===== config.mk =====
export PLATFORM = sky130hd
export DESIGN_NAME = cu_program_sequencer_flat
export DESIGN_NICKNAME = d
export VERILOG_FILES = /design/src/rtl/cu_program_sequencer_if.sv /design/src/rtl/cu_program_sequencer.sv /design/src/flat_wrapper.sv
export SDC_FILE = /design/constraint.sdc
export NUM_CORES = 1
export LEC_CHECK = 0
export BUFFER_PORTS_ARGS = -buffer_cell sky130_fd_sc_hd__buf_4
export CORE_MARGIN = 10
export CORE_UTILIZATION = 25
export CTS_BUF_LIST = sky130_fd_sc_hd__clkbuf_4 sky130_fd_sc_hd__clkbuf_8
export DETAILED_ROUTE_END_ITERATION = 6
export PLACE_DENSITY = 0.45
export SYNTH_ARGS = -nofsm -noshare
export SYNTH_HDL_FRONTEND = slang
export SYNTH_SLANG_ARGS = --single-unit

===== constraint.sdc =====
create_clock -name clk -period 3.4 [get_ports clk]
set_input_delay 0.68 -clock clk [delete_from_list [all_inputs] [get_ports clk]]
set_output_delay 0.68 -clock clk [all_outputs]
set_load 0.02 [all_outputs]

===== src/rtl/cu_program_sequencer_if.sv =====
// Host / compute-unit signal bundle for cu_program_sequencer.
// The slave modport is the sequencer; the master is the host plus the compute unit.
interface cu_program_sequencer_if #(
  parameter int AW = 4
);
  logic          clear;
  logic          wr_valid;
  logic [7:0]    wr_byte;
  logic          wr_ready;
  logic          start;
  logic [15:0]   instr;
  logic          instr_valid;
  logic [7:0]    result;
  logic          res_valid;
  logic [7:0]    res_data;
  logic [AW-1:0] res_idx;
  logic [AW:0]   prog_len;
  logic          busy;
  logic          done;

  modport master (
    output clear, wr_valid, wr_byte, start, result,
    input  wr_ready, instr, instr_valid, res_valid, res_data, res_idx,
           prog_len, busy, done
  );

  modport slave (
    input  clear, wr_valid, wr_byte, start, result,
    output wr_ready, instr, instr_valid, res_valid, res_data, res_idx,
           prog_len, busy, done
  );
endinterface


===== src/rtl/cu_program_sequencer.sv =====
// Program store loaded byte-wise by the host, replayed one 16-bit word per cycle
// to the compute unit, with each returned result tagged by its program index.
module cu_program_sequencer #(
  parameter int DEPTH   = 16,
  parameter int AW      = 4,
  parameter int RES_LAT = 1
) (
  input  logic                  clk,
  input  logic                  rst_n,
  input  logic                  ena,
  cu_program_sequencer_if.slave bus
);

  typedef enum logic [1:0] {
    ST_IDLE  = 2'd0,
    ST_ISSUE = 2'd1,
    ST_DRAIN = 2'd2,
    ST_DONE  = 2'd3
  } state_t;

  state_t               state_q, state_d;
  logic [AW:0]          prog_len_q, prog_len_d;
  logic                 half_q, half_d;
  logic [AW-1:0]        wptr_q, wptr_d;
  logic [AW-1:0]        rptr_q, rptr_d;
  logic [7:0]           hi_q, hi_d;
  logic [1:0]           drain_cnt_q, drain_cnt_d;
  logic [RES_LAT-1:0]   vld_p_q, vld_p_d;
  logic [AW-1:0]        idx_p_q [RES_LAT];
  logic [AW-1:0]        idx_p_d [RES_LAT];
  logic                 res_valid_q, res_valid_d;
  logic [7:0]           res_data_q, res_data_d;
  logic [AW-1:0]        res_idx_q, res_idx_d;
  logic [15:0]          mem_q [DEPTH];
  logic                 mem_we;
  logic                 issue;
  logic                 wr_ready;

  assign issue    = (state_q == ST_ISSUE);
  assign wr_ready = (state_q == ST_IDLE) && (prog_len_q != (AW+1)'(DEPTH));

  assign bus.wr_ready    = wr_ready;
  assign bus.instr       = issue ? mem_q[rptr_q] : 16'h0000;
  assign bus.instr_valid = issue;
  assign bus.res_valid   = res_valid_q;
  assign bus.res_data    = res_data_q;
  assign bus.res_idx     = res_idx_q;
  assign bus.prog_len    = prog_len_q;
  assign bus.busy        = (state_q != ST_IDLE);
  assign bus.done        = (state_q == ST_DONE);

  always_comb begin
    state_d     = state_q;
    prog_len_d  = prog_len_q;
    half_d      = half_q;
    wptr_d      = wptr_q;
    rptr_d      = rptr_q;
    hi_d        = hi_q;
    drain_cnt_d = drain_cnt_q;
    vld_p_d     = vld_p_q;
    idx_p_d     = idx_p_q;
    res_valid_d = res_valid_q;
    res_data_d  = res_data_q;
    res_idx_d   = res_idx_q;
    mem_we      = 1'b0;

    if (ena) begin
      // Result delay line: slot 0 tags the word on the bus, the last slot lines up with 'result'
      vld_p_d[0] = issue;
      idx_p_d[0] = rptr_q;
      for (int i = 1; i < RES_LAT; i++) begin
        vld_p_d[i] = vld_p_q[i-1];
        idx_p_d[i] = idx_p_q[i-1];
      end
      res_valid_d = vld_p_q[RES_LAT-1];
      if (vld_p_q[RES_LAT-1]) begin
        res_data_d = bus.result;
        res_idx_d  = idx_p_q[RES_LAT-1];
      end

      unique case (state_q)
        ST_IDLE: begin
          if (bus.clear) begin
            prog_len_d = '0;
            wptr_d     = '0;
            half_d     = 1'b0;
          end else if (bus.start && (prog_len_q != '0) && !half_q) begin
            rptr_d  = '0;
            state_d = ST_ISSUE;
          end else if (bus.wr_valid && wr_ready) begin
            if (!half_q) begin
              hi_d   = bus.wr_byte;
              half_d = 1'b1;
            end else begin
              mem_we     = 1'b1;
              wptr_d     = wptr_q + 1'b1;
              prog_len_d = prog_len_q + 1'b1;
              half_d     = 1'b0;
            end
          end
        end
        ST_ISSUE: begin
          rptr_d = rptr_q + 1'b1;
          if ({1'b0, rptr_q} == prog_len_q - 1'b1) begin
            state_d     = ST_DRAIN;
            drain_cnt_d = '0;
          end
        end
        ST_DRAIN: begin
          // Hold off DONE until the last issued word has left the delay line
          if (drain_cnt_q == 2'(RES_LAT - 1)) begin
            state_d = ST_DONE;
          end else begin
            drain_cnt_d = drain_cnt_q + 1'b1;
          end
        end
        ST_DONE: begin
          state_d = ST_IDLE;
        end
      endcase
    end
  end

  always_ff @(posedge clk) begin
    if (!rst_n) begin
      state_q     <= ST_IDLE;
      prog_len_q  <= '0;
      half_q      <= 1'b0;
      wptr_q      <= '0;
      rptr_q      <= '0;
      drain_cnt_q <= '0;
      vld_p_q     <= '0;
      res_valid_q <= 1'b0;
      res_data_q  <= '0;
      res_idx_q   <= '0;
    end else begin
      state_q     <= state_d;
      prog_len_q  <= prog_len_d;
      half_q      <= half_d;
      wptr_q      <= wptr_d;
      rptr_q      <= rptr_d;
      drain_cnt_q <= drain_cnt_d;
      vld_p_q     <= vld_p_d;
      res_valid_q <= res_valid_d;
      res_data_q  <= res_data_d;
      res_idx_q   <= res_idx_d;
    end
  end

  // Data-only registers: meaningless until qualified by the control state above
  always_ff @(posedge clk) begin
    hi_q    <= hi_d;
    idx_p_q <= idx_p_d;
    if (mem_we) begin
      mem_q[wptr_q] <= {hi_q, bus.wr_byte};
    end
  end

endmodule


===== src/flat_wrapper.sv =====
// flat-port wrapper written by rule: the top's interface ports become plain ports
module cu_program_sequencer_flat 
#(
  parameter int DEPTH   = 16,
  parameter int AW      = 4,
  parameter int RES_LAT = 1
)
  (clk, rst_n, ena, bus_clear, bus_wr_valid, bus_wr_byte, bus_start, bus_result, bus_wr_ready, bus_instr, bus_instr_valid, bus_res_valid, bus_res_data, bus_res_idx, bus_prog_len, bus_busy, bus_done);
  cu_program_sequencer_if #(.AW(AW)) bus_i ();
  input  logic clk;
  input  logic rst_n;
  input  logic ena;
  input wire logic [$bits(bus_i.clear)-1:0] bus_clear;
  input wire logic [$bits(bus_i.wr_valid)-1:0] bus_wr_valid;
  input wire logic [$bits(bus_i.wr_byte)-1:0] bus_wr_byte;
  input wire logic [$bits(bus_i.start)-1:0] bus_start;
  input wire logic [$bits(bus_i.result)-1:0] bus_result;
  output wire logic [$bits(bus_i.wr_ready)-1:0] bus_wr_ready;
  output wire logic [$bits(bus_i.instr)-1:0] bus_instr;
  output wire logic [$bits(bus_i.instr_valid)-1:0] bus_instr_valid;
  output wire logic [$bits(bus_i.res_valid)-1:0] bus_res_valid;
  output wire logic [$bits(bus_i.res_data)-1:0] bus_res_data;
  output wire logic [$bits(bus_i.res_idx)-1:0] bus_res_idx;
  output wire logic [$bits(bus_i.prog_len)-1:0] bus_prog_len;
  output wire logic [$bits(bus_i.busy)-1:0] bus_busy;
  output wire logic [$bits(bus_i.done)-1:0] bus_done;
  assign bus_i.clear = bus_clear;
  assign bus_i.wr_valid = bus_wr_valid;
  assign bus_i.wr_byte = bus_wr_byte;
  assign bus_i.start = bus_start;
  assign bus_i.result = bus_result;
  assign bus_wr_ready = bus_i.wr_ready;
  assign bus_instr = bus_i.instr;
  assign bus_instr_valid = bus_i.instr_valid;
  assign bus_res_valid = bus_i.res_valid;
  assign bus_res_data = bus_i.res_data;
  assign bus_res_idx = bus_i.res_idx;
  assign bus_prog_len = bus_i.prog_len;
  assign bus_busy = bus_i.busy;
  assign bus_done = bus_i.done;
  cu_program_sequencer #(.DEPTH(DEPTH), .AW(AW), .RES_LAT(RES_LAT)) u_core (.clk(clk), .rst_n(rst_n), .ena(ena), .bus(bus_i));
endmodule

==> impl_metrics.yaml <==
clock_tree:
  clk_latency_ns: 0.61
  cts_sinks: 304
  cts.path.max_buffers: 3
  cts_buffers: 52
  path_clk_slew_ns: 0.06
  cts_tree: "done"
  postCtsHoldBufs: 0
  h-tree-depth: 2
  cts_root_buf: "clkbuf_8"
routing:
  via_per_inst: 4.392
  wl_per_cell_um: 21.80
  first_pass_iters: 6
  drtAntennaViolNets: 0
  drtIter0Drc: 477
  wirelength_mm: 30.39
  vias: 6122
  drcViolationCount: 0
global_route:
  gr-usage-met2_pct: 17.54
  grt_usage_pct: 10.70
  use_met1_pct: 13.98
  antenna_found_initial: 2
  grt_pass1_wl_mm: 45.09
  busiest_layer: "met2"
  grt_pass1_vias: 6556
  grt_overflow: 0
  grt_max_degree: 40
  met3_usage_pct: 1.977
synth:
  ys_ff_latch: 304
  syn_inst: 610
  async_flop_share_pct: 0
  synth_fp_nets: 645
  netlist.area_leader.share_pct: 66.97
  synth.area.top_cells: "edfxtp_1 (67%), mux4_2 (11%), dfxtp_1 (6.0%), mux4_1 (5.0%), ha_1 (1.4%)"
  synth_top_area_cell: "edfxtp_1"
  synth.distinct_cells: 46
  synthesis.area_sq_um: 12020
  synth_edf_count: 268
  synth_flop_cell: "edfxtp_1"
  yosysSeqAreaShare_pct: 72.96
  synth.yosys.warnings: 0
  syn_avg_cell_area_sq_um: 19.70
outcome:
  status: "completed"
die:
  fp.dieH_um: 239.3
  start_util_pct: 25.22
  io_pins: 60
  dieArea_sq_um: 57240
  rows: 80
  die_w_um: 239.3
  core_sq_um: 47650
hold_path:
  worstHoldPathCells: 3
  holdPathEnd: "u_core.bus.res_data[3]"
  hold_path_startpoint: "bus_result[3]"
  worstHoldPathType: "input pin to flip-flop"
place:
  dp_hpwl_mm: 18.18
  place_congestion: 0.7189
  numPortBuffers: 59
  post-place-ws_ns: 0.4319
sta:
  hold_viol_final: 0
  finalCritPeriodShare_pct: 98.15
  setup_tns_ns: 0
  fmax_mhz: 299.7
  setup_viol: 0
  finClkSkew_ns: 0.03504
  tightest_slew_ns: 0.7342
  min_period_ns: 3.337
  hold_slack_ns: 0.3172
  fin_ws_ns: 0.06282
  drv_slew: 0
  rsz0062_at_grt: "yes"
  slew_headroom_pct: 51.00
worst_setup_path:
  setup.worst_path.start_class: "flip-flop"
  reg2reg_to: "u_core.mem_q[9][11]"
  r2r-start: "u_core.bus.prog_len[0]"
  worst_ep_required_time_ns: 2.72
  r2r_setup_slack_ns: 0.56
  r2r_cells: 8
  setup.worst_path.end_class: "output pin"
  cp_max_fo: 5
  path_class: "flip-flop to output pin"
  cp.arrival_ns: 2.66
layout:
  seqCellArea_sq_um: 8773
  n_fill_cell: 4651
  final_common_cell: "edfxtp_1"
  drive_above_1_share_pct: 37.58
  nNetsFinal: 777
  multi_input_area_sq_um: 3058
  layout-area-overhead-vs-synth_pct: 21.83
  final_cell_mix: "edfxtp_1 (268), buf_4 (88), mux4_2 (72)"
power:
  p_per_area_nw_per_um2: 514.5
  p_leak_nw: 4.748
  peakVddDrop_mv: 0.2261
  power.total_mw: 7.533
flow_run:
  cap_violations: 0
synthesized netlist by cell type, types with 2 or more instances:
cell type	instances
buf_6	5
buf_2	2
nand4_1	5
xor2_1	7
buf_1	8
nand2b_1	5
nor3b_1	2
a32o_1	2
nand2_1	43
o211ai_1	2
a21oi_1	20
edfxtp_1	268
ha_1	13
mux4_1	23
nand3b_1	3
mux4_2	57
xnor2_1	3
nor2_1	25
clkbuf_1	12
o21ai_0	3
inv_1	11
nor3_1	5
nand3_1	9
mux2i_1	4
dfxtp_1	36
and2_1	17
flip-flops by register name (all words and copies together) (netlist names), 2 cells and up, named ones only:
name and count:
u_core.idx_p_q 4, u_core.rptr_q 4, u_core.bus.res_idx 4, u_core.hi_q 8, u_core.bus.res_data 8, u_core.drain_cnt_q 2
u_core.bus.prog_len 5, u_core.state_q 2, u_core.mem_q 256, u_core.wptr_q 4
metrics by stage:
step / util (%) / cells / area, sq um
CTS: 30.61 / 1390 / 14580
finish: 30.73 / 1394 / 14640
floorplan: - / 610 / 12020
detailed placement: 28.29 / 1296 / 13480
global route: 30.72 / 1393 / 14640
global placement: 28.29 / 1296 / 13480
routing by layer:
metal,up-vias,part of all wire [%]
met4,0,1.7
met1,3221,44
met3,33,4.7
met5,-,0
met2,139,50
li1,2729,-
timing repair:
action                                  in CTS  in global routing
gates cloned                                 1                  1
setup buffers                                4                  1
resized for setup                           21                 21
endpoints found under the setup margin      15                 14
cell families after synthesis:
logic type,count (synthesis),synth area share [%]
flip-flops,304,72.96
adder cells (fa/ha/maj),13,1.353
AO/OA/AOI/OAI,40,2.301
multiplexers,85,16.14
XOR/XNOR,10,0.7288
AND/OR/NAND/NOR,118,4.768
buffers and inverters,40,1.749
how the worst max path moves through the flow:
| stage | start | to | slack (ns) | cells after the start |
|---|---|---|---|---|
| after floorplan | u_core.bus.prog_len[0] | u_core.mem_q[1][0] | 0.1 | 7 |
| after global routing | flip-flop | bus_instr[12] | -0.03 | 6 |
| after global placement | flip-flop | bus_instr[3] | 0.45 | 5 |
| after CTS | flip-flop | bus_instr[9] | -0.03 | 6 |
| final | flip-flop | bus_instr[12] | 0.06 | 6 |
| after detailed placement | flip-flop | bus_instr[5] | 0.43 | 5 |
power by group:
| group | internal, mW | leakage (nW) | switching (mW) | total, mW |
|---|---|---|---|---|
| sequential | 4.07 | 2.71 | 0.0210 | 4.09 |
| clock | 1.82 | 0.538 | 1.45 | 3.26 |
| combinational | 0.0675 | 1.50 | 0.110 | 0.178 |
| total | 5.95 | 4.75 | 1.58 | 7.53 |
worst max-delay path: stages (launching register included):
cell     delay (ns)
dfxtp_4        0.37
buf_8          0.15
buf_12         0.14
mux4_1         0.55
mux4_2         0.47
and2_1         0.19
buf_4          0.16
cell type report:
type | count | area share [%]
Timing Repair Buffer | 107 | 6.666
Antenna cell | 2 | 0.03418
Clock inverter | 16 | 0.9486
Tap cell | 615 | 5.256
Sequential cell | 304 | 59.92
Multi-Input combinational cell | 266 | 20.89
Inverter | 11 | 0.2820
Clock buffer | 73 | 6.008
No activity file was read; power rests on OpenSTA's default activity.
